[src/rtl/nn_pkg.sv]
// Shared types and helpers for the classifier back-end blocks.
package nn_pkg;

  localparam int NN_WIDTH = 16;
  localparam int NN_FRAC  = 8;

  typedef logic signed [NN_WIDTH-1:0] prob_t;

  typedef enum logic [1:0] {
    ST_IDLE = 2'd0,
    ST_SCAN = 2'd1,
    ST_EMIT = 2'd2
  } argmax_state_e;

  // Index width that never collapses to zero bits.
  function automatic int clog2_min1(input int n);
    return (n > 1) ? $clog2(n) : 1;
  endfunction

endpackage

[src/rtl/argmax_cmp.sv]
// Signed strictly-greater compare with value/index select; equal values keep
// the incumbent so ties go to the lower index.
module argmax_cmp #(
  parameter int WIDTH = 16,
  parameter int IDX_W = 2
) (
  input  logic signed [WIDTH-1:0] cur_val,
  input  logic        [IDX_W-1:0] cur_idx,
  input  logic signed [WIDTH-1:0] cand_val,
  input  logic        [IDX_W-1:0] cand_idx,
  output logic signed [WIDTH-1:0] sel_val,
  output logic        [IDX_W-1:0] sel_idx
);

  logic gt;

  assign gt      = cand_val > cur_val;
  assign sel_val = gt ? cand_val : cur_val;
  assign sel_idx = gt ? cand_idx : cur_idx;

endmodule

[src/rtl/softmax_argmax_stream.sv]
// Captures a batch of class probabilities, scans each sample one class per
// cycle and streams out one argmax result per sample.
module softmax_argmax_stream
  import nn_pkg::*;
#(
  parameter  int WIDTH    = NN_WIDTH,
  parameter  int FRAC     = NN_FRAC,
  parameter  int OUT_SIZE = 3,
  parameter  int BATCH    = 15,
  localparam int CLS_W    = clog2_min1(OUT_SIZE),
  localparam int IDX_W    = clog2_min1(BATCH)
) (
  input  logic                                      clk,
  input  logic                                      rst_n,
  input  logic                                      in_valid,
  output logic                                      in_ready,
  input  logic [BATCH-1:0][OUT_SIZE-1:0][WIDTH-1:0] in_probs,
  output logic                                      out_valid,
  input  logic                                      out_ready,
  output logic [CLS_W-1:0]                          out_class,
  output logic signed [WIDTH-1:0]                   out_conf,
  output logic [IDX_W-1:0]                          out_idx,
  output logic                                      out_last
);

  // FRAC only describes the number format; nothing here rescales.
  if (FRAC < 0 || FRAC >= WIDTH || OUT_SIZE < 1 || BATCH < 1) begin : g_bad_cfg
    $error("softmax_argmax_stream: illegal parameter set");
  end

  argmax_state_e state, state_nxt;

  logic [BATCH-1:0][OUT_SIZE-1:0][WIDTH-1:0] bank;
  logic [IDX_W-1:0]        b, b_inc;
  logic [CLS_W-1:0]        k, bestk, sel_idx;
  logic signed [WIDTH-1:0] best, cand, nxt_first, sel_val;
  logic                    capture, scan_done;

  assign capture   = in_valid && in_ready;
  assign scan_done = (k == CLS_W'(OUT_SIZE-1));
  assign b_inc     = b + IDX_W'(1);

  // Row/column selection written as compare-select so no index is wider or
  // narrower than the array it addresses.
  always_comb begin
    cand      = '0;
    nxt_first = '0;
    for (int i = 0; i < BATCH; i++) begin
      if (b_inc == IDX_W'(i)) nxt_first = bank[i][0];
      for (int j = 0; j < OUT_SIZE; j++)
        if (b == IDX_W'(i) && k == CLS_W'(j)) cand = bank[i][j];
    end
  end

  argmax_cmp #(.WIDTH(WIDTH), .IDX_W(CLS_W)) u_cmp (
    .cur_val (best),
    .cur_idx (bestk),
    .cand_val(cand),
    .cand_idx(k),
    .sel_val (sel_val),
    .sel_idx (sel_idx)
  );

  always_ff @(posedge clk) begin
    if (!rst_n) state <= ST_IDLE;
    else        state <= state_nxt;
  end

  always_comb begin
    state_nxt = state;
    unique case (state)
      ST_IDLE: if (capture)   state_nxt = (OUT_SIZE == 1) ? ST_EMIT : ST_SCAN;
      ST_SCAN: if (scan_done) state_nxt = ST_EMIT;
      ST_EMIT: if (out_ready)
                 state_nxt = out_last ? ST_IDLE : ((OUT_SIZE == 1) ? ST_EMIT : ST_SCAN);
      default: state_nxt = ST_IDLE;
    endcase
  end

  always_ff @(posedge clk) begin
    if (!rst_n) begin
      in_ready  <= 1'b0;
      out_valid <= 1'b0;
      out_class <= '0;
      out_conf  <= '0;
      out_idx   <= '0;
      out_last  <= 1'b0;
      bank      <= '0;
      b         <= '0;
      k         <= '0;
      best      <= '0;
      bestk     <= '0;
    end else begin
      // One full IDLE cycle precedes in_ready, so a finished batch never
      // re-arms on the same edge as its final accept.
      in_ready <= (state == ST_IDLE) && (state_nxt == ST_IDLE);
      unique case (state)
        ST_IDLE: if (capture) begin
          bank  <= in_probs;
          b     <= '0;
          best  <= in_probs[0][0];
          bestk <= '0;
          k     <= CLS_W'(1);
          if (OUT_SIZE == 1) begin
            out_valid <= 1'b1;
            out_class <= '0;
            out_conf  <= in_probs[0][0];
            out_idx   <= '0;
            out_last  <= (BATCH == 1);
          end
        end
        ST_SCAN: begin
          best  <= sel_val;
          bestk <= sel_idx;
          k     <= k + CLS_W'(1);
          if (scan_done) begin
            out_valid <= 1'b1;
            out_class <= sel_idx;
            out_conf  <= sel_val;
            out_idx   <= b;
            out_last  <= (b == IDX_W'(BATCH-1));
          end
        end
        ST_EMIT: if (out_ready) begin
          out_valid <= 1'b0;
          if (!out_last) begin
            b     <= b_inc;
            best  <= nxt_first;
            bestk <= '0;
            k     <= CLS_W'(1);
            if (OUT_SIZE == 1) begin
              out_valid <= 1'b1;
              out_class <= '0;
              out_conf  <= nxt_first;
              out_idx   <= b_inc;
              out_last  <= (b_inc == IDX_W'(BATCH-1));
            end
          end
        end
        default: ;
      endcase
    end
  end

endmodule
[config.mk]
export PLATFORM = sky130hd
export DESIGN_NAME = softmax_argmax_stream
export DESIGN_NICKNAME = d
export VERILOG_FILES = /design/src/rtl/nn_pkg.sv /design/src/rtl/argmax_cmp.sv /design/src/rtl/softmax_argmax_stream.sv
export SDC_FILE = /design/constraint.sdc
export NUM_CORES = 2
export LEC_CHECK = 0
export ABC_AREA = 1
export BUFFER_PORTS_ARGS = -buffer_cell sky130_fd_sc_hd__buf_2
export CORE_AREA = 2 2 291 293
export CTS_CLUSTER_DIAMETER = 30
export CTS_CLUSTER_SIZE = 24
export DETAILED_ROUTE_END_ITERATION = 12
export DIE_AREA = 0 0 293 295
export PLACE_DENSITY = 0.72
export SKIP_CTS_REPAIR_TIMING = 1
export SLEW_MARGIN = 40
export SYNTH_ARGS = -nofsm -noshare
export SYNTH_HDL_FRONTEND = slang
export SYNTH_SLANG_ARGS = --single-unit
[constraint.sdc]
create_clock -name clk -period 6.8 [get_ports clk]
set_input_delay 1.36 -clock clk [delete_from_list [all_inputs] [get_ports clk]]
set_output_delay 1.36 -clock clk [all_outputs]
set_load 0.1 [all_outputs]
==> Word-level counts from Yosys, hierarchy flattened <==
Cells that the tools add are included.
{ "totals": {"word_cells": 241, "reg_bits": 771, "out_inout_bits": 25, "inputBits": 724} }
{ "op_classes": {"n_lt_le_gt_ge": 1, "n_reduce_logical": 60, "addsub": 2, "n_mux": 86, "n_eq_ne": 36} }
{ "ops": {"columns": ["cell", "n"], "rows": [
  ["2-to-1 mux 16 bit", 64],
  ["== test 4 bit, second input constant", 14],
  ["case mux 16 bit (3 select lines)", 1],
  ["logical AND 1 bit", 47],
  ["== test 4 x 3 -> 1 bit, second input constant", 8],
  ["2-to-1 mux 2 bit", 10],
  ["case mux 2 bit (3 select lines)", 3],
  ["== test 4 x 2 -> 1 bit, second input constant", 4],
  ["> comparator 16 bit", 1],
  ["2-to-1 mux 4 bit", 3],
  ["== test 4 x 1 -> 1 bit, second input constant", 2],
  ["zero test 4 bit", 2],
  ["!= test 2 bit, second input constant", 4],
  ["case mux 4 bit (2 select lines)", 1],
  ["AND reduction 4 bit", 2],
  ["zero test 2 bit", 3],
  ["adder 4 x 1 -> 4 bit, second input constant", 1],
  ["== test 2 x 1 -> 1 bit, second input constant", 2],
  ["== test 2 bit, second input constant", 2],
  ["AND reduction 2 bit", 2],
  ["nonzero test 2 bit", 2],
  ["2-to-1 mux 1 bit", 3],
  ["AND reduction 3 bit", 1],
  ["nonzero test 3 bit", 1],
  ["other kinds (2)", 2]
]} }

==> Logic depth before layout (Yosys ltp) <==
{ "depth": {"depth_word": 50, "depth_mapped": 74, "mapped_depth_nobuf": 72} }

==> Modules after synthesis <==
A second synthesis with hierarchy kept.
{ "hier_totals": {"cells_unflattened": 5676, "area_unflattened_um2": 37771.2} }
{ "by_module_without_submodules": {"columns": ["module", "area_each_um2", "n_inst", "cells_each", "seq_area_each_um2"], "rows": [
  ["softmax_argmax_stream", 37024.3, 1, 5544, 15434.8],
  ["argmax_cmp", 747.0, 1, 132, 0.0]
]} }

==> Least setup slack after synthesis <==
Ideal clock, no wire load.
{ "synth_path": {"path_type": "register to register", "from": "register b[0]", "to": "register best[10]", "path_stages_with_launch": 68, "n_path_buf": 4, "synth_period_minus_slack_ns": 5.775, "path_slack_ns": 1.025, "setup_ns": 0.066, "arrival_ns": 5.709, "cell_sequence": "dfxtp_1 -> ha_1 -> nand2_2 -> inv_2 -> nor2_2 -> inv_2 -> nor2_2 -> inv_2 -> nor2_4 -> nand2_2 -> buf_6 -> buf_6 -> o21ai_0 -> inv_1 -> nand2_1 -> nand2_1 -> nand2_1 -> nand3_1 -> [... 32 more ...] -> nand2_1 -> nand2_1 -> nand2_1 -> nand2_1 -> ha_1 -> nand2_1 -> nor2_1 -> a2111oi_0 -> nand3_1 -> nand3_1 -> buf_2 -> buf_1 -> nand2_1 -> nand2_1 -> nand2_1 -> nand2_1 -> nand2_1 -> a21oi_2"} }
{ "synth_between": {"elab_chain_cells": 50} }
{ "synth_rtl": {"columns": ["element", "line", "text"], "rows": [
  ["start, declared", "softmax_argmax_stream.sv:34", "logic [IDX_W-1:0] b, b_inc;"],
  ["start signal, assigned", "softmax_argmax_stream.sv:127", "b <= b_inc;"],
  ["zero test 4 bit", "softmax_argmax_stream.sv:51", "if (b == IDX_W'(i) && k == CLS_W'(j)) cand = bank[i][j];"],
  ["logical AND 1 bit", "softmax_argmax_stream.sv:51", null],
  ["2-to-1 mux 16 bit (45 in series)", "softmax_argmax_stream.sv:51", null],
  ["> comparator 16 bit", "argmax_cmp.sv:17", "assign gt = cand_val > cur_val;"],
  ["2-to-1 mux 16 bit", "argmax_cmp.sv:18", "assign sel_val = gt ? cand_val : cur_val;"],
  ["case mux 16 bit (3 select lines) *", "softmax_argmax_stream.sv:97", "unique case (state)"],
  ["end signal, assigned", "softmax_argmax_stream.sv:101", "best <= in_probs[0][0];"],
  ["end signal, assigned", "softmax_argmax_stream.sv:113", "best <= sel_val;"],
  ["end signal, assigned", "softmax_argmax_stream.sv:128", "best <= nxt_first;"],
  ["end, declared", "softmax_argmax_stream.sv:36", "logic signed [WIDTH-1:0] best, cand, nxt_first, sel_val;"]
]} }
Every way passes the cells marked *; elsewhere a longest branch is shown, timed or not. The select of a mux whose other input is x is not followed.
A chain may end at the register's enable or synchronous reset.

==> Final worst setup path <==
{ "layout_path": {"from": "register b[0]", "to": "register best[0]"} }
Same word-level chain as after synthesis.

==> flow_summary_export.csv <==
group,metric,value,unit
timing,layout_setup_ws,-0.480,ns
global_routing,overflow,0,
timing,holdWs,0.452,ns
pwr,peakVddDrop,222,uV
cells_and_area,synthToLayoutAreaGrowth,32.6,%
placement,gp_congestion,1.03,
cells_and_area,final_net_count,7204,
drt,drt.antenna.violating_nets,0,
drt,dr_wl_met3,16400,um
cells_and_area,drive_gt1_share,22.5,%
cells_and_area,regArea,15400,um2
status,violations,"negative setup slack",
logic_synthesis,synth_area_leaders,"dfxtp_1 (41%), a21oi_1 (14%), nand2_1 (14%), o21ai_0 (7.7%), nand3_1 (7.0%)",
critical_path,crit_type,"reg2reg",
status,status,"complete, but fails checks",
logic_synthesis,synth_cell_types,43,
drt,drtPass1Iterations,7,
drt,first_iter_violations,4999,
critical_path,cp_common_cell,"nand2_1",
global_routing,grt_use_total,38.3,%
timing,relSlewSlack,30.6,%
logic_synthesis,synth_cells,5750,
critical_path,slowest_stage,"dfxtp_4",
floorplan,coreArea,83200,um2
drt,wl_per_cell,22.6,um
cells_and_area,fin_util,60.6,%
drt,route.detailed.drc,0,
global_routing,grt_first_pass_wirelength,250000,um
timing,grt_setup_unrepaired,"true",
timing,final-setup-viol-count,36,
logic_synthesis,ys_ff_latch,771,
floorplan,fp.dieH,295,um
logic_synthesis,syn_area,38000,um2
clock_tree,cts-root-buf,"clkbuf_16",
logic_synthesis,synth-edff-count,0,
run,cap_violations,0,
pwr,p_leak,21.2,nW
placement,portBuffers,748,
floorplan,die-area,86400,um2
cells_and_area,multi_input_area,19500,um2
drt,wl_met2,78300,um
logic_synthesis,ys_top_cells_by_count,"nand2_1 (1401), a21oi_1 (1065), dfxtp_1 (771)",
drt,vias_per_cell,5.73,
cells_and_area,nFillCells,7878,
drt,wl,174000,um
clock_tree,clk_pin_slew,0.04,ns
global_routing,antenna_found_initial,31,
timing,fin_crit_sh,107,%
timing,fmax,137,MHz
global_routing,first_global_vias,40400,
logic_synthesis,synth-main-ff-cell,"dfxtp_1",
global_routing,grt_max_degree,188,
drt,num_vias,44100,
logic_synthesis,yosysMostFrequentCell,"nand2_1",
logic_synthesis,async_reset_ff_share,0,%
worst_hold_path,hold_path.class,"reg2reg",
logic_synthesis,synth_top_area_share,40.6,%
timing,period_minus_slack,7.28,ns
clock_tree,clock_sinks,771,
placement,hpwl,128000,um
clock_tree,cts_buffer_depth,3,
cells_and_area,design_area,50400,um2
critical_path,slowest_delay,0.39,ns
timing,tightest_slew,1.04,ns
floorplan,std_cell_rows,106,
logic_synthesis,synth_top_area_cell,"dfxtp_1",
logic_synthesis,syn_area_per_cell,6.61,um2
clock_tree,htree_levels,4,
critical_path,crit_required,7.37,ns
placement,dpl-instance-area,43200,um2
timing,finClkSkew,0.0478,ns
logic_synthesis,synth.net_count,6504,
floorplan,num_io_pins,749,
drt,wl_met1,68500,um
floorplan,die_w,293,um
pwr,p_total,15.9,mW
logic_synthesis,synth_warnings,0,
logic_synthesis,synth.yosys.seq_area_share,40.6,%
timing,hold_viol,0,
critical_path,worst_ep_arrival_time,7.85,ns
clock_tree,clkLatencyLatePin,0.75,ns
clock_tree,cts_tree,"done",
critical_path,startpoint_type,"register",
critical_path,cp_max_fo,11,
floorplan,start_util,45.7,%
timing,maxSlewViolCount,0,
drt,route.top_layer_used,"met5",
clock_tree,cts_buffers,170,
critical_path,crit_path_end_kind,"register",
pwr,powerDensity,316,nW/um2
[where the power goes]
part	internal [mW]	switching, mW	leakage (nW)
clock	5.55	2.97	2.89
combinational	0.811	1.51	12.0
sequential	4.88	0.190	6.30
total	11.2	4.68	21.2
[critical path: cells and delay by family, from the launching register on]
kind	cells	cell delay, ns
adders and majority gates	2	0.52
buffers and inverters	5	0.46
and+or+nand+nor	53	4.46
DFF	1	0.39
AOI/OAI and AO/OA	9	1.30
[placed cells by master (no fill, tap or decap), drive strengths merged, types with 13 or more instances in the layout]
master,count
a21boi,14
a21oi,1067
a31oi,18
buf,965
bufinv,17
clkbuf,204
clkinv,61
clkinvlp,25
dfxtp,771
diode,18
ha,30
inv,586
nand2,1404
nand3,538
nor2,161
o211ai,56
o21ai,597
o221ai,25
o22ai,13
[stage by stage]
stage / cells / setup WS, ns / setup TNS, ns
2_1_floorplan: 5750 / 1.03 / 0
3_3_place_gp: 7338 / -0.758 / -23.35
3_5_place_dp: 7338 / -0.828 / -26.12
4_1_cts: 7658 / -0.876 / -27.09
5_1_grt: 7686 / -0.830 / -26.33
6_report: 7696 / -0.480 / -13.26
[layer usage]
| metal | track usage, % | vias up |
|---|---|---|
| li1 | - | 20500 |
| met1 | 48.5 | 20500 |
| met2 | 60.1 | 2510 |
| met3 | 8.33 | 507 |
| met4 | 22.4 | 18 |
| met5 | 0 | - |
[state kept, by name, indices dropped and copies added, names as in the netlist]
signal	flops
in_ready	1
b	4
out_conf	16
out_last	1
bank	720
state	2
out_idx	4
out_class	2
k	2
best	16
out_valid	1
bestk	2
[final cells by class]
type	count	area share, %
tap	1080	2.68
multi-input combinational	3969	38.7
clock buffer	204	9.12
antenna	18	0.0894
clock inverter	116	2.86
timing repair buffer	965	11.6
sequential	771	30.7
inverter	573	4.34
[worst paths after layout]
kind / slack (ns) / start / cells past startpoint / endpoint
max: -0.48 / b[0]$_SDFFE_PN0P_ / 69 / best[0]$_SDFFE_PN0P_
min: 0.45 / bank[189]$_SDFFE_PN0P_ / 2 / bank[189]$_SDFFE_PN0P_
max reg2reg: -0.48 / b[0]$_SDFFE_PN0P_ / 69 / best[0]$_SDFFE_PN0P_
min reg2reg: 0.45 / bank[189]$_SDFFE_PN0P_ / 2 / bank[189]$_SDFFE_PN0P_
[kinds of logic after synthesis]
kind of cell,after synthesis,share of synthesized area (%)
AND/OR/NAND/NOR,2118,23.0
AO/OA/AOI/OAI,1820,25.1
buffers and inverters,1010,10.3
flip-flops,771,40.6
adder cells (fa/ha/maj),30,0.988
XOR/XNOR,1,0.0724
Note: power is estimated with default switching activity, not from simulation.
